===== src/rtl/path_probe_pkg.sv =====
// Shared types and helpers for the path latency probe sequencer.
package path_probe_pkg;

   typedef enum logic [1:0] {IDLE, SETTLE, WAIT, REPORT} state_e;

   localparam int DEF_N_PATHS    = 4;
   localparam int DEF_CNT_W      = 8;
   localparam int DEF_SETTLE_CYC = 4;
   localparam int DEF_TIMEOUT    = 200;

   typedef struct packed {
      logic exp_pre;
      logic exp_post;
   } levels_t;

   // Path output levels expected before and after the launch edge.
   function automatic levels_t exp_levels(input logic pol, input logic exp_inv);
      levels_t l;
      l.exp_pre  = ~pol ^ exp_inv;
      l.exp_post = pol ^ exp_inv;
      return l;
   endfunction

endpackage


===== src/rtl/probe_cycle_counter.sv =====
// Cycle counter with load-to-1, increment and compare against a runtime limit.
module probe_cycle_counter #(
   parameter int CNT_W = 8
) (
   input  logic             clk_i,
   input  logic             rst_ni,
   input  logic             load_i,
   input  logic             inc_i,
   input  logic [CNT_W-1:0] limit_i,
   output logic [CNT_W-1:0] cnt_o,
   output logic             hit_o
);

   logic [CNT_W-1:0] cnt_q, cnt_d;

   always_comb begin
      cnt_d = cnt_q;
      if (load_i)
         cnt_d = CNT_W'(1);
      else if (inc_i)
         cnt_d = cnt_q + CNT_W'(1);
   end

   always_ff @(posedge clk_i or negedge rst_ni) begin
      if (!rst_ni)
         cnt_q <= '0;
      else
         cnt_q <= cnt_d;
   end

   assign cnt_o = cnt_q;
   assign hit_o = (cnt_q == limit_i);

endmodule


===== src/rtl/path_probe_sequencer.sv =====
// Drives a pre-launch level on one path, launches an edge and measures the
// cycles until the path output reaches its expected level (or times out).
module path_probe_sequencer
   import path_probe_pkg::*;
#(
   parameter int N_PATHS    = DEF_N_PATHS,
   parameter int SEL_W      = (N_PATHS > 1) ? $clog2(N_PATHS) : 1,
   parameter int CNT_W      = DEF_CNT_W,
   parameter int SETTLE_CYC = DEF_SETTLE_CYC,
   parameter int TIMEOUT    = DEF_TIMEOUT
) (
   input  logic               C,
   input  logic               RN,
   input  logic               START,
   input  logic [SEL_W-1:0]   SEL,
   input  logic               POL,
   input  logic               EXP_INV,
   input  logic [N_PATHS-1:0] Y_IN,
   output logic [N_PATHS-1:0] A_OUT,
   output logic               BUSY,
   output logic               DONE,
   output logic [CNT_W-1:0]   LAT,
   output logic               TMO,
   output logic               ERR
);

   if (TIMEOUT < 1 || TIMEOUT > (2**CNT_W) - 1) begin : g_bad_timeout
      $error("TIMEOUT must be in 1..2^CNT_W-1");
   end
   if (SETTLE_CYC < 1 || SETTLE_CYC > (2**CNT_W) - 1) begin : g_bad_settle
      $error("SETTLE_CYC must be in 1..2^CNT_W-1");
   end

   state_e             state_q, state_d;
   logic [SEL_W-1:0]   sel_q, sel_d;
   logic               pol_q, pol_d;
   logic               inv_q, inv_d;
   logic [N_PATHS-1:0] aout_q, aout_d;
   logic [CNT_W-1:0]   lat_q, lat_d;
   logic               tmo_q, tmo_d;
   logic               err_q, err_d;

   logic               cnt_load, cnt_inc, cnt_hit;
   logic [CNT_W-1:0]   cnt, cnt_limit;
   logic [N_PATHS-1:0] in_hit, cur_hit;
   logic               sel_ok, y_sel;
   levels_t            lv;

   probe_cycle_counter #(.CNT_W(CNT_W)) u_cnt (
      .clk_i   (C),
      .rst_ni  (RN),
      .load_i  (cnt_load),
      .inc_i   (cnt_inc),
      .limit_i (cnt_limit),
      .cnt_o   (cnt),
      .hit_o   (cnt_hit)
   );

   // One-hot decode of the requested and the captured path index.
   always_comb begin
      in_hit  = '0;
      cur_hit = '0;
      for (int i = 0; i < N_PATHS; i++) begin
         in_hit[i]  = (SEL == SEL_W'(i));
         cur_hit[i] = (sel_q == SEL_W'(i));
      end
   end

   assign sel_ok    = ({1'b0, SEL} < (SEL_W+1)'(N_PATHS));
   assign y_sel     = |(Y_IN & cur_hit);
   assign lv        = exp_levels(pol_q, inv_q);
   assign cnt_limit = (state_q == SETTLE) ? CNT_W'(SETTLE_CYC) : CNT_W'(TIMEOUT);

   always_comb begin
      state_d  = state_q;
      sel_d    = sel_q;
      pol_d    = pol_q;
      inv_d    = inv_q;
      aout_d   = aout_q;
      lat_d    = lat_q;
      tmo_d    = tmo_q;
      err_d    = err_q;
      cnt_load = 1'b0;
      cnt_inc  = 1'b0;
      case (state_q)
         IDLE: begin
            if (START) begin
               sel_d = SEL;
               pol_d = POL;
               inv_d = EXP_INV;
               tmo_d = 1'b0;
               err_d = 1'b0;
               if (!sel_ok) begin
                  err_d   = 1'b1;
                  state_d = REPORT;
               end else begin
                  aout_d   = (aout_q & ~in_hit) | (in_hit & {N_PATHS{~POL}});
                  cnt_load = 1'b1;
                  state_d  = SETTLE;
               end
            end
         end
         SETTLE: begin
            if (cnt_hit) begin
               // A path not sitting at its pre-level would give a bogus latency.
               if (y_sel != lv.exp_pre) begin
                  err_d   = 1'b1;
                  state_d = REPORT;
               end else begin
                  aout_d   = (aout_q & ~cur_hit) | (cur_hit & {N_PATHS{pol_q}});
                  cnt_load = 1'b1;
                  state_d  = WAIT;
               end
            end else begin
               cnt_inc = 1'b1;
            end
         end
         WAIT: begin
            if (y_sel == lv.exp_post) begin
               lat_d   = cnt;
               state_d = REPORT;
            end else if (cnt_hit) begin
               lat_d   = CNT_W'(TIMEOUT);
               tmo_d   = 1'b1;
               state_d = REPORT;
            end else begin
               cnt_inc = 1'b1;
            end
         end
         REPORT:  state_d = IDLE;
         default: state_d = IDLE;
      endcase
   end

   always_ff @(posedge C or negedge RN) begin
      if (!RN) begin
         state_q <= IDLE;
         sel_q   <= '0;
         pol_q   <= 1'b0;
         inv_q   <= 1'b0;
         aout_q  <= '0;
         lat_q   <= '0;
         tmo_q   <= 1'b0;
         err_q   <= 1'b0;
      end else begin
         state_q <= state_d;
         sel_q   <= sel_d;
         pol_q   <= pol_d;
         inv_q   <= inv_d;
         aout_q  <= aout_d;
         lat_q   <= lat_d;
         tmo_q   <= tmo_d;
         err_q   <= err_d;
      end
   end

   assign A_OUT = aout_q;
   assign BUSY  = (state_q != IDLE);
   assign DONE  = (state_q == REPORT);
   assign LAT   = lat_q;
   assign TMO   = tmo_q;
   assign ERR   = err_q;

endmodule


===== config.mk =====
export PLATFORM = sky130hd
export DESIGN_NAME = path_probe_sequencer
export DESIGN_NICKNAME = d
export VERILOG_FILES = /design/src/rtl/path_probe_pkg.sv /design/src/rtl/probe_cycle_counter.sv /design/src/rtl/path_probe_sequencer.sv
export SDC_FILE = /design/constraint.sdc
export NUM_CORES = 1
export LEC_CHECK = 0
export ABC_AREA = 0
export CAP_MARGIN = 20
export CORE_MARGIN = 1.5
export CORE_UTILIZATION = 52
export CTS_CLUSTER_SIZE = 24
export DETAILED_ROUTE_END_ITERATION = 7
export PLACE_DENSITY_LB_ADDON = 0.05
export SLEW_MARGIN = 20
export SYNTH_ARGS = -nofsm -noshare
export SYNTH_HDL_FRONTEND = slang
export SYNTH_SLANG_ARGS = --single-unit

===== constraint.sdc =====
create_clock -name C -period 3.1 [get_ports C]
set_input_delay 0.31 -clock C [delete_from_list [all_inputs] [get_ports C]]
set_output_delay 0.31 -clock C [all_outputs]
set_load 0.01 [all_outputs]

==> impl_metrics.toml <==
[routing]
wl_met2_mm = 1.610
drtAntennaViolNets = 0
top_layer_used = "met4"
wl_met3_um = 158
wl_met1_mm = 1.531
via_per_inst = 5.932
num_vias = 1299
wire_per_inst_um = 15.37
drtIter0Drc = 54
drt_first_pass_iters = 6
wl_mm = 3.367
drc_errors = 0

[critical_path]
crit_path_start_kind = "flip-flop"
crit_chain = "mux4_2, xor2_1, or3_4, a21oi_4, nand2_2, mux2_4"
critical_path_arrival_ns = 2.80
cp_slowest_stage_delay_ns = 0.58
crit_required_ns = 3.33
crit_type = "flip-flop to flip-flop"
worst-path-buf-inv = 0
ff2ff_path_depth = 6
crit_family = "multiplexers"
critPathCaptureType = "flip-flop"
path_depth = 6
crit_slowest_cell = "mux4_2"
cp_max_fo = 9

[die]
dieHeight_um = 57.93
ios = 27
core_um2 = 2805
fp-row-count = 19
die_area_um2 = 3356
start_util_pct = 55.93
die_w_um = 57.93

[finish]
mostFrequentLayoutCells = "28 x dfrtp_1, 26 x clkdlybuf4s50_1, 13 x nand2_1, 13 x nor2_1, 12 x a21oi_1"
num_antenna_cells = 0
areaGrowthSynthToFinish_pct = 21.61
drive_gt1_share_pct = 10.11
nets = 206
layout_commonest_cell = "dfrtp_1"

[yosys]
ys.flop_type = "dfrtp_1"
ys_ff_latch = 28
synth_compound_area_share_pct = 19.94
ys_types = 43
syn_area_per_cell_um2 = 9.930
synth_edf_count = 0
synth_top_family_by_area = "compound AO/OA/AOI/OAI gates"
syn_inst = 158
ys_warn_count = 0
synth-simple-area-share_pct = 17.07
syn_nets = 175
synth_seq_area_share_pct = 44.66
synthMuxAreaShare_pct = 6.539
synth_fa_ha_area_share_pct = 4.785
synthArstFlopShare_pct = 100.0
synthXorXnorAreaFrac_pct = 3.907
syn_area_um2 = 1569

[timing]
slew_headroom_pct = 62.40
fmax_ghz = 0.3891
slew_viol_final = 0
timing.final.crit_share_pct = 82.90
finalCriticalPeriod_ns = 2.570
rsz0062_at_grt = "no"
setup_viol = 0
tightest_slew_ns = 0.5581
skew_ns = 0.008645
tns_ns = 0
hold_violations = 0

[power_and_ir_drop]
power_frac_seq_pct = 33.9
swShare_pct = 43.64
clock_power_share_pct = 9.7
internal_power_mw = 1.026
power_mw = 1.821
p_leak_nw = 0.8115
irDropWorstVdd_mv = 0.5661
pwr-share-comb_pct = 56.4
powerDensity_nw_per_um2 = 954.1
switchingPower_uw = 794.6

[cts]
worst_setup_hold_path_clk_slew_ns = 0.15
clockBufferDepth = 2
cts_made_buffers = 3
cts_hold_buffers = 0
cts_resized = 0
post_cts_buffers = 0
clock_sinks = 28
clk_latency_ns = 0.33
h-tree-depth = 1
root_buffer = "clkbuf_4"
cts_tree = "done"

[placement]
gp_congestion = 0.8465
port_buffers = 26
dp_hpwl_mm = 2.558

[grt]
grt_max_degree = 29
overflow = 0
first_global_vias = 1236
grt_pass1_wl_mm = 5.802
grt_usage_pct = 22.23
antenna_found_initial = 0

[min_path]
hp-class = "input pin to async pin"

[outcome]
status = "completed"

[job]
cap_violations = 0
[cell families (layout without fill, tap and decap cells)]
family                     after synthesis  after routing
adders and majority gates                6              6
xor gates and xnor gates                 7              7
AOI/OAI and AO/OA                       46             46
buffers and inverters                   11             41
DFF                                     28             28
muxes                                    8              8
and+or+nand+nor                         52             52
[area by class of cell]
| type | count | area, um2 |
|---|---|---|
| Fill cell | 230 | 897.1 |
| Sequential cell | 28 | 700.7 |
| Timing Repair Buffer | 29 | 282.8 |
| Tap cell | 31 | 38.79 |
| Multi-Input combinational cell | 119 | 819.5 |
| Clock buffer | 4 | 36.28 |
| Inverter | 8 | 30.03 |
[layer usage]
layer  vias up  GRT usage [%]
met5         -              0
met4         0          7.641
met3        10          4.464
met2        42          36.69
met1       616          29.23
li1        631              -
[path summary, 6_finish.rpt]
check	startpoint	endpoint	slack (ns)
worst max-delay path	sel_q[0]	flip-flop	0.53
worst min-delay path	RN	LAT[6]	0.34
worst max register to register	sel_q[0]	flip-flop	0.53
worst min register to register	LAT[1]	LAT[1]	0.51
max in group asynchronous	RN	u_cnt.cnt_o[5]	2.51
min in group C	LAT[1]	LAT[1]	0.51
[cells in the mapped netlist (all sizes together) (2+ instances only)]
cell type,count,area [um2]
mux2i,2,20.02
a22o,5,43.79
dfrtp,28,700.7
ha,6,75.07
o21a,2,15.01
clkbuf,2,7.510
nor3,3,15.01
inv,8,30.03
nand3,5,25.02
nor2,13,48.80
o22a,4,35.03
a21oi,13,76.33
mux2,5,60.05
or3,2,17.52
and3,2,12.51
a31oi,3,18.77
o21ai,11,55.05
and2,2,12.51
nand2b,2,12.51
xnor2,6,52.55
nand2,14,55.06
nor4bb,2,20.02
nor3b,3,22.52
[metrics by stage]
stage / cells / hold WS (ns) / area (um2) / setup WS [ns] / util (%)
finish: 219 / 0.3373 / 1908 / 0.5301 / 68.02
global route: 219 / 0.3497 / 1908 / 0.3608 / 68.02
CTS: 219 / 0.3488 / 1908 / 0.5487 / 68.02
detailed placement: 215 / 0.4828 / 1872 / 0.4211 / 66.73
global placement: 215 / 0.4701 / 1872 / 0.4828 / 66.73
floorplan: 158 / 0.01441 / 1569 / 0.7849 / -
[power by group through the flow]
stage               sequential [mW]  clock (mW)  combinational [mW]
global placement              0.617           0               0.981
finish                        0.617       0.176                1.03
detailed placement            0.624           0                1.01
global route                  0.635       0.198                1.13
floorplan                     0.604           0               0.694
CTS                           0.616       0.181                1.02
[worst reg2reg max path: stages (launching register included)]
cell     delay (ns)
dfrtp_1        0.56
mux4_2         0.58
xor2_1         0.24
or3_4          0.47
a21oi_4        0.25
nand2_2        0.08
mux2_4         0.30
Note: power is estimated with default switching activity, not from simulation.
